## src/rtl/stopwatch_pkg.sv

```systemverilog
// ----------------------------------------------------------------------------
// stopwatch_pkg
// Shared constants for the stopwatch control sequencer, the BCD counter
// datapath and the display, so that all of them decode `state` the same way.
//   sw_state_t      : 2-bit state code carried on the control interface
//   ST_*            : state encoding (IDLE=0, RUN=1, PAUSE=2, LAP=3)
//   *_DEFAULT       : default divider / debounce lengths for a 100 MHz clock
//   BTN_*           : bit positions of the three buttons in internal vectors
//   cnt_width()     : counter width for a modulo-n counter (at least 1 bit)
// ----------------------------------------------------------------------------
package stopwatch_pkg;

    typedef logic [1:0] sw_state_t;

    localparam sw_state_t ST_IDLE  = 2'd0;
    localparam sw_state_t ST_RUN   = 2'd1;
    localparam sw_state_t ST_PAUSE = 2'd2;
    localparam sw_state_t ST_LAP   = 2'd3;

    // 100 MHz clock -> 100 Hz count tick, 10 ms debounce window
    localparam int TICK_DIV_DEFAULT     = 1_000_000;
    localparam int DEBOUNCE_CYC_DEFAULT = 1_000_000;

    localparam int BTN_STARTSTOP = 0;
    localparam int BTN_CLEAR     = 1;
    localparam int BTN_LAP       = 2;
    localparam int NUM_BTN       = 3;

    // Width of a counter that runs 0..n-1; a 1-bit floor keeps n=1 legal.
    function automatic int cnt_width(input int n);
        return (n > 1) ? $clog2(n) : 1;
    endfunction

endpackage

```

## src/rtl/stopwatch_ctrl_if.sv

```systemverilog
// ----------------------------------------------------------------------------
// stopwatch_ctrl_if
// Groups the raw button inputs and the control outputs of stopwatch_ctrl.
//   btn_startstop, btn_clear, btn_lap : raw asynchronous buttons, active-high
//   tick_en   : 1-cycle count enable, every TICK_DIV cycles while counting
//   cnt_clear : 1-cycle pulse, datapath zeroes all digits
//   disp_hold : level, display freezes the shown value (lap)
//   running   : level, 1 in RUN or LAP
//   state     : current sequencer state (see stopwatch_pkg ST_*)
// Modports:
//   master : board / datapath side (drives buttons, consumes controls)
//   slave  : the sequencer itself
// ----------------------------------------------------------------------------
interface stopwatch_ctrl_if;
    import stopwatch_pkg::*;

    logic      btn_startstop;
    logic      btn_clear;
    logic      btn_lap;
    logic      tick_en;
    logic      cnt_clear;
    logic      disp_hold;
    logic      running;
    sw_state_t state;

    modport master (
        output btn_startstop, btn_clear, btn_lap,
        input  tick_en, cnt_clear, disp_hold, running, state
    );

    modport slave (
        input  btn_startstop, btn_clear, btn_lap,
        output tick_en, cnt_clear, disp_hold, running, state
    );

endinterface

```

## src/rtl/btn_debounce.sv

```systemverilog
// ----------------------------------------------------------------------------
// btn_debounce
// Conditions one raw push-button: 2-flop synchroniser, debounce counter and a
// single-cycle press pulse on the rising edge of the debounced level.
//   clk     : system clock
//   rst_n   : synchronous active-low reset
//   btn_raw : raw asynchronous button, active-high
//   press   : 1-cycle pulse, DEBOUNCE_CYC+3 cycles after btn_raw is stably high
// A button that is held while reset is released does not produce a press: the
// debouncer stays disarmed until it has seen DEBOUNCE_CYC consecutive low
// samples, so the user has to release and press again.
// ----------------------------------------------------------------------------
module btn_debounce
    import stopwatch_pkg::*;
#(
    parameter int DEBOUNCE_CYC = DEBOUNCE_CYC_DEFAULT
) (
    input  logic clk,
    input  logic rst_n,
    input  logic btn_raw,
    output logic press
);

    localparam int            CW       = cnt_width(DEBOUNCE_CYC);
    localparam logic [CW-1:0] CNT_LAST = CW'(DEBOUNCE_CYC - 1);

    logic          sync1_reg;
    logic          sync2_reg;
    logic [1:0]    fill_reg;      // marks when sync2_reg holds a real sample
    logic          armed_reg;
    logic          armed_next;
    logic          level_reg;
    logic          level_next;
    logic          level_d_reg;
    logic          press_reg;
    logic [CW-1:0] cnt_reg;
    logic [CW-1:0] cnt_next;

    always_comb begin
        cnt_next   = cnt_reg;
        armed_next = armed_reg;
        level_next = level_reg;
        if (!armed_reg) begin
            // Wait for a debounced "released" before any press can count.
            if (fill_reg[1] && !sync2_reg) begin
                if (cnt_reg == CNT_LAST) begin
                    armed_next = 1'b1;
                    cnt_next   = '0;
                end else begin
                    cnt_next = cnt_reg + 1'b1;
                end
            end else begin
                cnt_next = '0;
            end
        end else if (sync2_reg != level_reg) begin
            // A run of samples that all differ from the accepted level; any
            // sample equal to the level drops into the else branch below.
            if (cnt_reg == CNT_LAST) begin
                level_next = sync2_reg;
                cnt_next   = '0;
            end else begin
                cnt_next = cnt_reg + 1'b1;
            end
        end else begin
            cnt_next = '0;
        end
    end

    always_ff @(posedge clk) begin
        if (!rst_n) begin
            sync1_reg   <= 1'b0;
            sync2_reg   <= 1'b0;
            fill_reg    <= 2'b00;
            armed_reg   <= 1'b0;
            level_reg   <= 1'b0;
            level_d_reg <= 1'b0;
            press_reg   <= 1'b0;
            cnt_reg     <= '0;
        end else begin
            sync1_reg   <= btn_raw;
            sync2_reg   <= sync1_reg;
            fill_reg    <= {fill_reg[0], 1'b1};
            armed_reg   <= armed_next;
            level_reg   <= level_next;
            level_d_reg <= level_reg;
            press_reg   <= level_reg & ~level_d_reg;
            cnt_reg     <= cnt_next;
        end
    end

    assign press = press_reg;

endmodule

```

## src/rtl/stopwatch_ctrl.sv

```systemverilog
// ----------------------------------------------------------------------------
// stopwatch_ctrl
// Control sequencer for the stopwatch BCD counter/display datapath.
// Debounces the three buttons, runs the IDLE/RUN/PAUSE/LAP state machine and
// generates the count tick, the counter clear pulse and the display hold.
//   clk   : system clock, all logic on posedge
//   rst_n : synchronous active-low reset
//   sw    : stopwatch_ctrl_if.slave (buttons in, tick_en/cnt_clear/
//           disp_hold/running/state out; all outputs registered)
// Parameters:
//   TICK_DIV     : clk cycles per count tick
//   DEBOUNCE_CYC : stable synchronised samples needed to accept a button level
// ----------------------------------------------------------------------------
module stopwatch_ctrl
    import stopwatch_pkg::*;
#(
    parameter int TICK_DIV     = TICK_DIV_DEFAULT,
    parameter int DEBOUNCE_CYC = DEBOUNCE_CYC_DEFAULT
) (
    input logic             clk,
    input logic             rst_n,
    stopwatch_ctrl_if.slave sw
);

    localparam int            DW       = cnt_width(TICK_DIV);
    localparam logic [DW-1:0] DIV_LAST = DW'(TICK_DIV - 1);

    logic [NUM_BTN-1:0] btn_raw;
    logic [NUM_BTN-1:0] press;

    assign btn_raw[BTN_STARTSTOP] = sw.btn_startstop;
    assign btn_raw[BTN_CLEAR]     = sw.btn_clear;
    assign btn_raw[BTN_LAP]       = sw.btn_lap;

    genvar gi;
    generate
        for (gi = 0; gi < NUM_BTN; gi++) begin : g_btn
            btn_debounce #(
                .DEBOUNCE_CYC (DEBOUNCE_CYC)
            ) u_debounce (
                .clk     (clk),
                .rst_n   (rst_n),
                .btn_raw (btn_raw[gi]),
                .press   (press[gi])
            );
        end
    endgenerate

    // Coinciding presses: clear beats startstop beats lap, and the losers are
    // dropped even when the winner has no effect in the current state.
    logic do_clear;
    logic do_ss;
    logic do_lap;

    assign do_clear = press[BTN_CLEAR];
    assign do_ss    = press[BTN_STARTSTOP] & ~press[BTN_CLEAR];
    assign do_lap   = press[BTN_LAP] & ~press[BTN_STARTSTOP] & ~press[BTN_CLEAR];

    sw_state_t     state_reg;
    sw_state_t     state_next;
    logic [DW-1:0] div_reg;
    logic [DW-1:0] div_next;
    logic          tick_reg;
    logic          tick_next;
    logic          clear_reg;
    logic          clear_next;
    logic          hold_reg;
    logic          running_reg;
    logic          counting;
    logic          staying;
    logic          div_wrap;

    always_comb begin
        state_next = state_reg;
        case (state_reg)
            ST_IDLE: begin
                if (do_ss) state_next = ST_RUN;
            end
            ST_RUN: begin
                if (do_ss)       state_next = ST_PAUSE;
                else if (do_lap) state_next = ST_LAP;
            end
            ST_LAP: begin
                if (do_ss)       state_next = ST_PAUSE;
                else if (do_lap) state_next = ST_RUN;
            end
            ST_PAUSE: begin
                if (do_clear)   state_next = ST_IDLE;
                else if (do_ss) state_next = ST_RUN;
            end
            default: state_next = ST_IDLE;
        endcase
    end

    assign counting = (state_reg == ST_RUN) || (state_reg == ST_LAP);
    assign staying  = (state_next == ST_RUN) || (state_next == ST_LAP);
    assign div_wrap = (div_reg == DIV_LAST);

    // The divider advances on every edge spent in RUN/LAP, including the one
    // that leaves; a wrap on that leaving edge is swallowed rather than
    // issuing a tick to a datapath that is about to stop counting.
    always_comb begin
        div_next = div_reg;
        if (counting) begin
            div_next = div_wrap ? '0 : div_reg + 1'b1;
        end else if ((state_reg == ST_IDLE) || (state_next == ST_IDLE)) begin
            div_next = '0;
        end
    end

    assign tick_next  = counting & staying & div_wrap;
    assign clear_next = (state_reg == ST_PAUSE) && (state_next == ST_IDLE);

    always_ff @(posedge clk) begin
        if (!rst_n) begin
            state_reg   <= ST_IDLE;
            div_reg     <= '0;
            tick_reg    <= 1'b0;
            clear_reg   <= 1'b1;   // datapath starts from zero after reset
            hold_reg    <= 1'b0;
            running_reg <= 1'b0;
        end else begin
            state_reg   <= state_next;
            div_reg     <= div_next;
            tick_reg    <= tick_next;
            clear_reg   <= clear_next;
            hold_reg    <= (state_next == ST_LAP);
            running_reg <= staying;
        end
    end

    assign sw.state     = state_reg;
    assign sw.tick_en   = tick_reg;
    assign sw.cnt_clear = clear_reg;
    assign sw.disp_hold = hold_reg;
    assign sw.running   = running_reg;

endmodule

```

## src/flat_wrapper.sv

```systemverilog
// flat-port wrapper written by rule: the top's interface ports become plain ports
module stopwatch_ctrl_flat import stopwatch_pkg::*;
#(
    parameter int TICK_DIV     = TICK_DIV_DEFAULT,
    parameter int DEBOUNCE_CYC = DEBOUNCE_CYC_DEFAULT
)
  (clk, rst_n, sw_btn_startstop, sw_btn_clear, sw_btn_lap, sw_tick_en, sw_cnt_clear, sw_disp_hold, sw_running, sw_state);
  stopwatch_ctrl_if sw_i ();
  input logic clk;
  input logic rst_n;
  input wire logic [$bits(sw_i.btn_startstop)-1:0] sw_btn_startstop;
  input wire logic [$bits(sw_i.btn_clear)-1:0] sw_btn_clear;
  input wire logic [$bits(sw_i.btn_lap)-1:0] sw_btn_lap;
  output wire logic [$bits(sw_i.tick_en)-1:0] sw_tick_en;
  output wire logic [$bits(sw_i.cnt_clear)-1:0] sw_cnt_clear;
  output wire logic [$bits(sw_i.disp_hold)-1:0] sw_disp_hold;
  output wire logic [$bits(sw_i.running)-1:0] sw_running;
  output wire logic [$bits(sw_i.state)-1:0] sw_state;
  assign sw_i.btn_startstop = sw_btn_startstop;
  assign sw_i.btn_clear = sw_btn_clear;
  assign sw_i.btn_lap = sw_btn_lap;
  assign sw_tick_en = sw_i.tick_en;
  assign sw_cnt_clear = sw_i.cnt_clear;
  assign sw_disp_hold = sw_i.disp_hold;
  assign sw_running = sw_i.running;
  assign sw_state = sw_i.state;
  stopwatch_ctrl #(.TICK_DIV(TICK_DIV), .DEBOUNCE_CYC(DEBOUNCE_CYC)) u_core (.clk(clk), .rst_n(rst_n), .sw(sw_i));
endmodule
```

## config.mk

```make
export PLATFORM = sky130hd
export DESIGN_NAME = stopwatch_ctrl_flat
export DESIGN_NICKNAME = d
export VERILOG_FILES = /design/src/rtl/stopwatch_pkg.sv /design/src/rtl/stopwatch_ctrl_if.sv /design/src/rtl/btn_debounce.sv /design/src/rtl/stopwatch_ctrl.sv /design/src/flat_wrapper.sv
export SDC_FILE = /design/constraint.sdc
export NUM_CORES = 1
export LEC_CHECK = 0
export BUFFER_PORTS_ARGS = -buffer_cell sky130_fd_sc_hd__buf_2
export CAP_MARGIN = 20
export CORE_UTILIZATION = 46
export CTS_CLUSTER_SIZE = 16
export DETAILED_ROUTE_END_ITERATION = 10
export MAX_ROUTING_LAYER = met4
export PLACE_DENSITY_LB_ADDON = 0.05
export SLEW_MARGIN = 20
export SYNTH_ARGS = -nofsm -noshare
export SYNTH_HDL_FRONTEND = slang
export SYNTH_SLANG_ARGS = --single-unit
```

## constraint.sdc

```tcl
create_clock -name clk -period 2.56 [get_ports clk]
set_input_delay 0.64 -clock clk [delete_from_list [all_inputs] [get_ports clk]]
set_output_delay 0.64 -clock clk [all_outputs]
set_load 0.03 [all_outputs]
```

* Word-level counts from Yosys, hierarchy flattened
Index checks and enable logic that the tools add are counted.
W data, S select, Z words.
** Word-level totals
- Bits in registers :: 110
- Bits of input ports :: 5
- Output and inout port bits :: 6
- Logic and storage cells :: 112
** Operators by class
- $add $sub $neg :: 4
- Equal/unequal tests :: 12
- Multiplexer cells :: 34
- Bitwise operators :: 13
- Reductions and logical operators :: 16
** Operators with widths (count)
- $mux W20 :: 15
- $add A20 B1 Y20 const B :: 4
- $eq A20 B20 Y1 const B :: 4
- $mux W1 :: 12
- $mux W2 :: 6
- $reduce_and A3 Y1 :: 3
- $and A1 B1 Y1 :: 8
- $pmux W2 S4 :: 1
- $eq A2 B2 Y1 const B :: 3
- $not A1 Y1 :: 5
- $eq A2 B1 Y1 const B :: 2
- $logic_and A1 B1 Y1 :: 4
- $logic_not A2 Y1 :: 2
- $logic_not A1 Y1 :: 3
- $logic_or A1 B1 Y1 :: 3
- $ne A1 B1 Y1 :: 3
- $reduce_bool A2 Y1 :: 1

* Depth between registers and ports, before layout
Gate-level depths: netlist (run 1).
- Depth after elaboration :: 10
- Gate-level depth with buffers :: 8

* Hierarchy
A second synthesis (run 1) with hierarchy kept.
** Unflattened totals
- Cells, all modules :: 547
- Area total of the unflattened synthesis :: 4823.4 um^2
** By module, submodules not included
- btn_debounce :: times used 3, cells an instance 128, area each 1159.9 um^2, seq. area each 560.5 um^2
- stopwatch_ctrl :: times used 1, cells an instance 163, area each 1343.8 um^2, seq. area each 520.5 um^2

* Worst setup path before layout (run 1)
OpenSTA, ideal clock, no wires.
- Kind :: reg-to-reg
- From :: reg u_core.div_reg[7]
- To :: reg u_core.div_reg[16]
- Data arrival time :: 1792 ps
- Path slack :: 651 ps
- Stages on the path, launching flop included :: 8
- Buffers on the path :: 2
- Period minus slack after synthesis :: 1909 ps
- Cells stage by stage :: dfxtp_1 > or4b_4 > nor4_4 > a21oi_2 > buf_6 > buf_8 > a32oi_1 > nand2_1
** On the way
- Longest elaborated chain between the ends :: 3
- Elaborated cells on any way between the ends :: 4
- Classes of those cells :: add/sub (1); eq/ne (1); mux (2)
** RTL lines
- start: declaration :: line stopwatch_ctrl.sv:61 : logic [DW-1:0] div_reg;
- start signal: assignment :: line stopwatch_ctrl.sv:124 : div_reg <= div_next;
- $add A20 B1 Y20 / $eq A20 B20 Y1 (equally long branches) :: line stopwatch_ctrl.sv:105, stopwatch_ctrl.sv:97
- $mux W20 (*) :: line stopwatch_ctrl.sv:105 : div_next = div_wrap ? '0 : div_reg + 1'b1;
- $mux W20 (*) :: line stopwatch_ctrl.sv:104 : if (counting) begin
Every way passes the cells marked *; elsewhere a longest branch is shown, timed or not.
A chain may end at the register's enable or synchronous reset.

* Worst setup path in the final report (run 1)
- From :: reg u_core.div_reg[0]
- To :: reg u_core.div_reg[7]
The elaborated chain is that of the path after synthesis.

==> impl_metrics.json, run 1 <==
{
  "synth_fp_nets": 530,
  "path_buf_inv": 0,
  "power_switching_mw": 0.575,
  "power.share.switching": 0.208,
  "timing.rr.start": "u_core.div_reg[0]",
  "synth_edf_count": 0,
  "startpoint": "u_core.div_reg[0]",
  "end_kind": "register",
  "synth_top_cells_by_area": "dfxtp_1 (46%), xnor2_1 (6.9%), nor2_1 (6.8%)",
  "arrival_ns": 2.43,
  "p_comb_frac": 0.014,
  "wl_met2_mm": 3.71,
  "dpl-instance-area_um2": 4750,
  "largest_reg_flops": 60,
  "io_pins": 11,
  "p_seq_frac": 0.597,
  "cts.path.max_buffers": 2,
  "yosys.area_share.simple": 0.301,
  "synth_compound_area_frac": 0.0729,
  "hold_depth": 1,
  "postSynthCellCount": 521,
  "synth_top_area_frac": 0.460,
  "netlist_area_um2": 4570,
  "ant_nets": 0,
  "die_y_um": 102,
  "synth-warning-count": 0,
  "drtPass1Iterations": 4,
  "clk_pin_slew_ns": 0.09,
  "htreeDepth": 3,
  "dp_hpwl_mm": 5.77,
  "routed-wl-met3_um": 176,
  "crit_required_ns": 2.85,
  "critPathLaunchType": "register",
  "synth-main-ff-cell": "dfxtp_1",
  "drt_drc_violations_left": 0,
  "numPortBuffers": 10,
  "critPathMaxFanout": 21,
  "ys_types": 49,
  "clock.fmax_mhz": 468,
  "die_area_um2": 10300,
  "setup_tns_ns": 0,
  "vias": 3469,
  "cts.sinks": 105,
  "die_w_um": 102,
  "critPathCapture": "u_core.div_reg[7]",
  "timing.rr.end": "u_core.div_reg[7]",
  "synthAdderAreaFrac": 0.0110,
  "rows": 36,
  "antenna_found_initial": 0,
  "p_per_area_nw_per_um2": 556,
  "async_flop_share": 0,
  "core_um2": 9680,
  "worst-slew-pin-transition_ns": 0.847,
  "routedWlPerCell_um": 12.3,
  "drtIter0Drc": 100,
  "antenna_cells": 0,
  "grt_pass1_vias": 3204,
  "finalHoldViolations": 0,
  "track_usage": 0.181,
  "r2r_slack_ns": 0.42,
  "leakagePower_nw": 1.60,
  "cts_tree": "done",
  "syn_area_per_cell_um2": 8.77,
  "grt_max_degree": 31,
  "nets": 543,
  "min_period_ns": 2.14,
  "synthXorXnorAreaFrac": 0.111,
  "finClkSkew_ns": 0.00764,
  "post_cts_buffers": 0,
  "yosysSeqAreaShare": 0.460,
  "ys_ff_latch": 105,
  "critPathMaxStageDelay_ns": 0.69,
  "final_area_um2": 4960,
  "grt-ovfl-total": 0,
  "status": "completed",
  "post_cts_resize_count": 0,
  "wl_met1_mm": 4.24,
  "clock_latency_ns": 0.36,
  "routed_wl_mm": 8.28,
  "initial_core_util": 0.472,
  "cp_top_family": "compound AO/OA/AOI/OAI gates",
  "worst_ir_drop_vdd_v": 0.000291,
  "synth_top_family_by_area": "simple AND/OR/NAND/NOR gates",
  "rsz0062_at_grt": "false",
  "cts_buffers": 9,
  "relSlewSlack": 0.436,
  "cp_num_cells": 6,
  "setup_viol": 0,
  "layout_worst_path_cycle_share": 0.835,
  "crit_slowest_cell": "a21oi_2",
  "gp_congestion": 0.827,
  "finalMaxSlewViolations": 0,
  "pwr-share-clk": 0.390,
  "drive_gt1_frac": 0.0686,
  "cp_cell_sequence": "ha_1 -> nand4_1 -> nor4_4 -> a21oi_2 -> or2b_1 -> a31oi_1",
  "syn2layout_area_growth_pct": 8.60,
  "rr_worst_depth": 6,
  "grt_pass1_wl_mm": 14.4,
  "synth_area_leader_cell": "dfxtp_1",
  "maxUsedRoutingLayer": "met4",
  "hp-class": "reg -> reg",
  "viasPerCell": 5.16,
  "ctsHoldBuffers": 0,
  "synthMuxAreaShare": 0.0131,
  "internal_power_mw": 2.19,
  "max-cap-violations": 0,
  "path_class": "reg -> reg",
  "cts-root-buf": "clkbuf_8"
}
## routing by layer
metal,vias up,global-route usage
met5,-,-
met4,0,0.0870
met1,1606,0.232
li1,1817,-
met2,36,0.279
met3,10,0.0269
## power by group through the flow
| stage | clock [mW] | sequential, mW | combinational (mW) |
|---|---|---|---|
| after floorplan | 0 | 1.69 | 0.0261 |
| after global placement | 0 | 1.68 | 0.0384 |
| after detailed placement | 0 | 1.69 | 0.0389 |
| after CTS | 1.12 | 1.65 | 0.0389 |
| after global routing | 1.18 | 1.65 | 0.0428 |
| final | 1.08 | 1.65 | 0.0376 |
## worst min path at each step
stage                                                start  slack [ns]                          endpoint
global placement    u_core.g_btn[0].u_debounce.level_d_reg        0.37  u_core.g_btn[0].u_debounce.press
floorplan           u_core.g_btn[0].u_debounce.level_d_reg        0.37  u_core.g_btn[0].u_debounce.press
CTS                 u_core.g_btn[0].u_debounce.level_d_reg        0.38  u_core.g_btn[0].u_debounce.press
detailed placement  u_core.g_btn[0].u_debounce.level_d_reg        0.37  u_core.g_btn[0].u_debounce.press
global route        u_core.g_btn[1].u_debounce.level_d_reg        0.41  u_core.g_btn[1].u_debounce.press
finish              u_core.g_btn[0].u_debounce.level_d_reg        0.38  u_core.g_btn[0].u_debounce.press
## cell usage in the layout (no fill, tap or decap), types with 10 or more instances in the layout
cell type / synthesis / final
a21oi_1: 13 / 13
and2_1: 13 / 13
o21ai_0: 10 / 10
dfxtp_1: 105 / 105
and3_1: 12 / 12
nor3_1: 11 / 11
nand4_1: 16 / 16
xor2_1: 22 / 22
nor4_1: 12 / 12
nor2_1: 83 / 83
buf_2: 4 / 10
clkbuf_8: 0 / 12
nand3_1: 37 / 37
xnor2_1: 36 / 36
inv_1: 17 / 17
nand2_1: 36 / 36
## cell usage after synthesis, types with 2 or more instances
cell type	n
dfxtp_1	105
nor2_1	83
nand3_1	37
nand2_1	36
xnor2_1	36
xor2_1	22
inv_1	17
nand4_1	16
a21oi_1	13
and2_1	13
and3_1	12
nor4_1	12
nor3_1	11
o21ai_0	10
a31oi_1	9
nor2b_1	9
clkbuf_1	6
mux2i_1	6
nor4b_1	5
or2b_1	5
and4_1	4
buf_2	4
ha_1	4
nand3b_1	4
o21a_1	4
nand2b_1	3
o22ai_1	3
or3_1	3
or4_1	3
a21boi_0	2
a21o_1	2
a21o_2	2
a32oi_1	2
nor4bb_1	2
o211ai_1	2
## logic make-up after synthesis
logic type,after synthesis
fa+ha+maj,4
mux,6
buf+inv,30
simple gates,265
xor+xnor,58
compound gates,53
flops,105
## area by class of cell
class	count	area [um2]
fill	945	4720
multi-input combinational	386	2330
sequential	105	2100
tap	133	166
clock buffer	12	165
timing repair buffer	15	87.6
inverter	17	63.8
clock inverter	4	50.0
## worst reg2reg max path: stages, from the launching register on
cell and delay [ns]:
dfxtp_1 0.36, ha_1 0.25, nand4_1 0.22, nor4_4 0.09, a21oi_2 0.69, or2b_1 0.29
a31oi_1 0.17
## metrics by stage
| stage | worst slack [ns] | cells | power, mW | utilization | hold WS, ns |
|---|---|---|---|---|---|
| 6_report | 0.422 | 672 | 2.76 | 0.512 | 0.383 |
| 3_3_place_gp | 0.500 | 656 | 1.72 | 0.490 | 0.372 |
| 4_1_cts | 0.426 | 672 | 2.81 | 0.512 | 0.378 |
| 2_1_floorplan | 0.651 | 521 | 1.71 | - | 0.367 |
| 3_5_place_dp | 0.463 | 656 | 1.72 | 0.490 | 0.372 |
| 5_1_grt | 0.248 | 672 | 2.87 | 0.512 | 0.407 |
(Power assumes the default switching activity.)
==> run 2, diff against run 1 <==
==> constraint.sdc (replaced) <==
create_clock -name clk -period 2 [get_ports clk]
set_input_delay 0.5 -clock clk [delete_from_list [all_inputs] [get_ports clk]]
set_output_delay 0.5 -clock clk [all_outputs]
set_load 0.03 [all_outputs]
==> run 2 against run 1 <==
- wire length is 3.2% higher
- setup slack worse by 0.32 ns
- global-route usage up 0.90 points
- combinational power rose by 44%
- power is 35% higher
- core utilization up 2.4 points
- register-to-register slack got worse by 0.32 ns
- cell count rose by 3.0%
- die area is the same
- non-clock buffer count is 20 higher
- count of clock-buffer cells in the layout fell by 1
- largest cell class unchanged
==> impl_metrics.json, run 2 (synthesized netlist as in run 1, its figures left out) <==
{
  "cts_tree": "done",
  "clock_latency_ns": 0.37,
  "initial_core_util": 0.472,
  "finalMaxSlewViolations": 0,
  "clk_pin_slew_ns": 0.09,
  "nets": 563,
  "rsz0062_at_grt": "true",
  "cp_cell_sequence": "and4_1 -> or4b_1 -> nor4_1 -> xnor2_1 -> nor2_1",
  "cts.sinks": 105,
  "die_area_um2": 10300,
  "drtPass1Iterations": 4,
  "finalPower_mw": 3.73,
  "rr_worst_depth": 5,
  "critPathLaunchType": "register",
  "layout_commonest_cell": "dfxtp_1",
  "layout_worst_path_cycle_share": 0.950,
  "crit_slowest_cell": "or4b_1",
  "antenna_found_initial": 0,
  "die_w_um": 102,
  "n_fill_cell": 920,
  "antenna_cells": 0,
  "arrival_ns": 2.18,
  "cts.path.max_buffers": 2,
  "track_usage": 0.190,
  "setup_viol": 0,
  "htreeDepth": 3,
  "grt_max_degree": 24,
  "path_class": "reg -> reg",
  "finalHoldViolations": 0,
  "end_kind": "register",
  "hold_start": "sw_btn_startstop",
  "startpoint": "u_core.g_btn[0].u_debounce.cnt_reg[6]",
  "grt_pass1_vias": 3298,
  "hp-class": "in -> reg",
  "timing.rr.start": "u_core.g_btn[0].u_debounce.cnt_reg[6]",
  "cp_top_family": "simple AND/OR/NAND/NOR gates",
  "leakagePower_nw": 1.75,
  "routedWlPerCell_um": 12.3,
  "multiInputGateArea_um2": 2340,
  "min_period_ns": 1.90,
  "syn2layout_area_growth_pct": 13.7,
  "numPortBuffers": 10,
  "drive_gt1_frac": 0.104,
  "hold_depth": 2,
  "critPathMaxStageDelay_ns": 0.54,
  "hold_ws_ns": 0.326,
  "final_area_um2": 5190,
  "drt_drc_violations_left": 0,
  "max-cap-violations": 0,
  "p_per_area_nw_per_um2": 719,
  "final_cell_mix": "dfxtp_1 (105), nor2_1 (83), nand3_1 (37), nand2_1 (36), xnor2_1 (36)",
  "ant_nets": 0,
  "core_um2": 9680,
  "worst-slew-pin-transition_ns": 0.423,
  "viasPerCell": 5.14,
  "dp_hpwl_mm": 6.03,
  "routed_wl_mm": 8.54,
  "path_buf_inv": 0,
  "setup_tns_ns": 0,
  "die_y_um": 102,
  "clock.fmax_mhz": 527,
  "status": "completed",
  "cts_buffers": 9,
  "rows": 36,
  "largest_reg_flops": 60,
  "grt-ovfl-total": 0,
  "drtIter0Drc": 171,
  "cts-root-buf": "clkbuf_8",
  "relSlewSlack": 0.718,
  "regArea_um2": 2100,
  "vias": 3556,
  "dpl-instance-area_um2": 4930,
  "cp_num_cells": 5,
  "final_util": 0.536,
  "gp_congestion": 0.836,
  "grt_pass1_wl_mm": 15.0,
  "critPathMaxFanout": 5,
  "finClkSkew_ns": 0.00860,
  "worst_ir_drop_vdd_v": 0.000534,
  "ctsHoldBuffers": 0,
  "crit_required_ns": 2.28,
  "io_pins": 11
}
==> run 2: worst paths after layout <==
| kind | end | slack [ns] |
|---|---|---|
| max reg2reg | u_core.g_btn[0].u_debounce.cnt_reg[19] | 0.10 |
| max | u_core.g_btn[0].u_debounce.cnt_reg[19] | 0.10 |
| min reg2reg | u_core.g_btn[0].u_debounce.press | 0.38 |
| min | u_core.g_btn[0].u_debounce.sync1_reg | 0.33 |
==> run 2: routing by layer <==
layer  vias up  wire, um  global-route usage
met5         -         0                   -
met4         0       125              0.0591
met3         8       280              0.0607
met2        45      3790               0.293
met1      1643      4350               0.235
li1       1860         -                   -
==> run 2: report_power, final <==
part           switching, mW  total (mW)  internal [mW]
combinational         0.0316      0.0540         0.0224
clock                  0.708        1.57          0.864
sequential           0.00702        2.11           2.10
==> run 2: repair_timing <==
action,CTS,global route
resized for setup,0,4
endpoints found under the setup margin,0,36
setup buffers,0,0
==> run 2: per-stage QoR <==
stage	instances	setup WS, ns
global route	692	-0.0267
finish	692	0.101
detailed placement	676	0.101
CTS	692	0.0827
floorplan	521	0.0913
global placement	676	0.139
==> run 2: area by class of cell <==
class	count	area share
multi-input cells	386	0.451
flip-flops and latches	105	0.405
clock inverters	5	0.0198
inverters	17	0.0123
repair buffers	35	0.0530
well taps	133	0.0320
clock buffers	11	0.0272
